`src/rtl/piso_tx.sv`:
```
// piso_tx: parallel-in, serial-out word transmitter.
//
// Accepts a WIDTH-bit word through a load_valid/load_ready handshake and
// shifts it out LSB-first, one bit per clock, framed by sout_valid. A
// registered done pulse follows the last frame bit.
//
// Optional feature macro: PISO_TX_PARITY_EN
//   defined   -> an even-parity bit (XOR of the data bits) follows the data,
//                so each frame carries WIDTH+1 qualified bits.
//   undefined -> each frame carries exactly WIDTH qualified bits.
//
// All outputs are decoded from registered state only, so there is no
// combinational path from any input to any output.

module piso_tx #(
    parameter int WIDTH = 4
) (
    input  logic             clk,
    input  logic             reset,
    input  logic             load_valid,
    output logic             load_ready,
    input  logic [WIDTH-1:0] din,
    output logic             sout,
    output logic             sout_valid,
    output logic             busy,
    output logic             done
);

    // Counter only has to reach WIDTH-1, so $clog2(WIDTH) bits suffice.
    localparam int CW = $clog2(WIDTH);
    localparam logic [CW-1:0] LAST_BIT = CW'(WIDTH - 1);

`ifdef PISO_TX_PARITY_EN
    typedef enum logic [1:0] {
        IDLE   = 2'd0,
        SHIFT  = 2'd1,
        PARITY = 2'd2
    } state_t;
`else
    typedef enum logic [0:0] {
        IDLE  = 1'b0,
        SHIFT = 1'b1
    } state_t;
`endif

    state_t           state;
    state_t           state_next;
    logic [WIDTH-1:0] shreg;
    logic [CW-1:0]    cnt;
    logic             handshake;
    logic             done_next;
`ifdef PISO_TX_PARITY_EN
    logic             parity_q;
`endif

    // State register; reset aborts any frame in progress and returns to IDLE.
    always_ff @(posedge clk) begin
        if (reset) begin
            state <= IDLE;
        end else begin
            state <= state_next;
        end
    end

    // Next-state and output decode; every output depends on registered state only.
    always_comb begin
        state_next = state;
        handshake  = 1'b0;
        done_next  = 1'b0;
        load_ready = 1'b0;
        sout       = 1'b0;
        sout_valid = 1'b0;
        busy       = 1'b0;
        case (state)
            IDLE: begin
                load_ready = 1'b1;
                if (load_valid) begin
                    handshake  = 1'b1;
                    state_next = SHIFT;
                end
            end
            SHIFT: begin
                sout       = shreg[0];
                sout_valid = 1'b1;
                busy       = 1'b1;
                if (cnt == LAST_BIT) begin
`ifdef PISO_TX_PARITY_EN
                    state_next = PARITY;
`else
                    state_next = IDLE;
                    done_next  = 1'b1;
`endif
                end
            end
`ifdef PISO_TX_PARITY_EN
            PARITY: begin
                sout       = parity_q;
                sout_valid = 1'b1;
                busy       = 1'b1;
                state_next = IDLE;
                done_next  = 1'b1;
            end
`endif
            default: begin
                state_next = IDLE;
            end
        endcase
    end

    // Shift register and bit counter: load on handshake, shift right with zero fill while shifting.
    always_ff @(posedge clk) begin
        if (reset) begin
            shreg <= '0;
            cnt   <= '0;
        end else if (handshake) begin
            shreg <= din;
            cnt   <= '0;
        end else if (state == SHIFT) begin
            shreg <= {1'b0, shreg[WIDTH-1:1]};
            cnt   <= cnt + 1'b1;
        end
    end

`ifdef PISO_TX_PARITY_EN
    // Even parity of the captured word, computed once at load time.
    always_ff @(posedge clk) begin
        if (reset) begin
            parity_q <= 1'b0;
        end else if (handshake) begin
            parity_q <= ^din;
        end
    end
`endif

    // Done pulse: set on the edge leaving the last frame-bit state, cleared on the next edge.
    always_ff @(posedge clk) begin
        if (reset) begin
            done <= 1'b0;
        end else begin
            done <= done_next;
        end
    end

endmodule

```
`config.mk`:
```
export PLATFORM = sky130hd
export DESIGN_NAME = piso_tx
export DESIGN_NICKNAME = d
export VERILOG_FILES = /design/src/rtl/piso_tx.sv
export SDC_FILE = /design/constraint.sdc
export NUM_CORES = 1
export LEC_CHECK = 0
export ABC_AREA = 0
export CAP_MARGIN = 25
export CORE_AREA = 2 2 39 41
export DETAILED_ROUTE_END_ITERATION = 8
export DIE_AREA = 0 0 41 43
export SLEW_MARGIN = 20
export SYNTH_ARGS = -nofsm -noshare
export SYNTH_HDL_FRONTEND = slang
export SYNTH_SLANG_ARGS = --single-unit
export TNS_END_PERCENT = 20
```
`constraint.sdc`:
```
create_clock -name clk -period 2.7 [get_ports clk]
set_clock_uncertainty 0.2 [all_clocks]
set_input_delay 0.54 -clock clk [delete_from_list [all_inputs] [get_ports clk]]
set_output_delay 0.54 -clock clk [all_outputs]
set_load 0.005 [all_outputs]
```
==> impl_metrics.toml <==
[clock_tree]
htreeDepth = 1
cts-root-buf = "clkbuf_4"
cts.sinks = 8
hold_buffers = 0
cts-resized-gates = 0
post-cts-setup-buffer-count = 0
cts_made_buffers = 3
clock_latency_ps = 260
clk_pin_slew_ps = 60
clock_path_buffers = 2
cts_tree = "yes"

[placement]
gp_congestion = 0.6791
io_buffers = 11
dp_hpwl_um = 481.8

[cells_and_area]
area_growth_syn_to_layout_pct = 34.25
insertedDiodeCount = 0
layout_commonest_cell = "clkdlybuf4s50_1"
final_net_count = 57
drive_gt1_frac = 0.06522
mostFrequentLayoutCells = "11 x clkdlybuf4s50_1, 8 x dfxtp_1, 4 x mux2i_1, 4 x a211oi_1"

[floorplan]
die_area_sq_um = 1763
die_y_um = 43
initial_utilization = 0.2640
die_x_um = 41
rows = 14
pin_count = 12
coreArea_sq_um = 1384

[sta]
setup_viol = 0
min_period_over_period = 0.8308
period_needed_ps = 2243
report.final.hold_viol_count = 0
max_freq_ghz = 0.4458
maxSlewViolCount = 0
rsz0062_at_grt = "false"
fin_tns_setup_ps = 0
tightestPinTransition_ps = 391.2
maxSlewHeadroom = 0.7388

[worst_hold_path]
hold_path.class = "reg -> reg"
min_path_cells = 2
hold_start = "shreg[2]"
holdPathEnd = "shreg[1]"

[critical_path]
r2r-start = "state"
end_kind = "primary output"
reg2reg_to = "shreg[2]"
startpoint = "state"
r2r_slack_ps = 1450
critPathBufInv = 1
crit_family = "flip-flops"
cp_slowest_stage_delay_ps = 560
cp.arrival_ps = 1500
cp_slowest_cell = "dfxtp_1"
worstRegToRegCells = 2
path_class = "reg -> out"
cp-start-kind = "flip-flop"
cp.required_ps = 1960
crit_fanout = 14
crit_chain = "and2_1 -> clkdlybuf4s50_1"

[logic_synthesis]
ys_seq_area_frac = 0.4384
ys_ff_latch = 8
synth-adder-area-share = 0.06849
synth_nets = 45
synth.yosys.warnings = 0
synth_top_family_by_area = "simple AND/OR/NAND/NOR gates"
syn_area_sq_um = 365.4
synth_compound_area_frac = 0.1096
yosys.area_share.simple = 0.1884
yosys.area_share.xor_xnor = 0
synth.distinct_cells = 18
syn_area_per_cell_sq_um = 10.15
netlist_instances = 36
synthMuxAreaShare = 0.1096

[drt]
dr_wl_met2_um = 276
drtAntennaViolNets = 0
wl_met1_um = 335
vias = 277
drc = 0
maxUsedRoutingLayer = "met4"
viasPerCell = 4.468
drt_pre_antenna_iters = 2
wl_per_cell_um = 10.90
wl_met3_um = 55
drt_iter0_drc = 1
wirelength_um = 676

[global_route]
antenna_found_initial = 0
grt_pass1_vias = 223
grt_max_degree = 15
grt-ovfl-total = 0
grt_usage = 0.09668
grt_pass1_wl_mm = 1.000

[pwr]
total_power_mw = 0.2631
p_per_area_nw_per_um2 = 536.4
irDropWorstVdd_uv = 266.5
leakage_nw = 0.1977

[run_status]
outcome = "completed"

[flow_run]
maxCapViolCount = 0
## per-layer routing
layer / vias up / GRT usage
li1: 145 / -
met1: 123 / 0.1234
met2: 7 / 0.09688
met3: 2 / 0.09424
met4: 0 / 0.06000
met5: - / 0
## metrics by stage
step | setup WS, ps | utilization | instances | instance area, sq um | hold WS [ps]
floorplan | 1279 | - | 36 | 365.4 | 285.8
global placement | 708.4 | 0.3382 | 59 | 467.9 | 302.8
detailed placement | 717.6 | 0.3382 | 59 | 467.9 | 305.0
CTS | 433.6 | 0.3544 | 62 | 490.5 | 310.5
global route | 361.7 | 0.3544 | 62 | 490.5 | 340.7
finish | 456.8 | 0.3544 | 62 | 490.5 | 309.1
## where the power goes
group          internal (mW)  switching, mW
clock                 0.0511         0.0434
sequential             0.125        0.00703
combinational         0.0232         0.0129
total                  0.200         0.0634
## cells by family after synthesis
family,Yosys count
buf+inv,5
mux,4
compound gates,6
flops,8
simple gates,11
fa+ha+maj,2
## synthesized netlist by cell type
library cell	count	area, sq um
a211oi_1	4	30.03
a21oi_1	2	10.01
and2_1	1	6.260
buf_2	1	5.000
buf_4	1	7.510
buf_6	1	11.26
clkbuf_1	1	3.750
dfxtp_1	8	160.2
ha_1	2	25.02
inv_1	1	3.750
mux2i_1	4	40.04
nand2_1	1	3.750
nand2b_1	1	6.260
nor2_1	1	3.750
nor2b_1	3	18.77
nor3_1	1	5.000
nor3b_1	1	7.510
or3b_1	2	17.52
## flip-flops by register name (all words and copies together) (netlist names)
register and cells:
cnt 2, state 1, shreg 4, done 1
## area by class of cell
| cell class | count | area, sq um |
|---|---|---|
| inverters | 1 | 3.754 |
| flip-flops and latches | 8 | 160.2 |
| repair buffers | 11 | 110.1 |
| fillers | 146 | 893.4 |
| clock buffers | 3 | 22.52 |
| well taps | 16 | 20.02 |
| multi-input cells | 23 | 173.9 |
## worst register-to-register path: cells and delay by family (launching register included)
kind	cells	cell delay, ps
buf+inv	1	180
flops	1	560
compound gates	1	230
## worst max-delay path by stage
stage                     endpoint  slack (ps)  depth (start not counted)
after global placement        sout         710                          2
final                         sout         460                          2
after detailed placement      sout         720                          2
after floorplan               sout        1280                          2
after global routing          sout         360                          2
after CTS                     sout         430                          2
(Power assumes the default switching activity.)
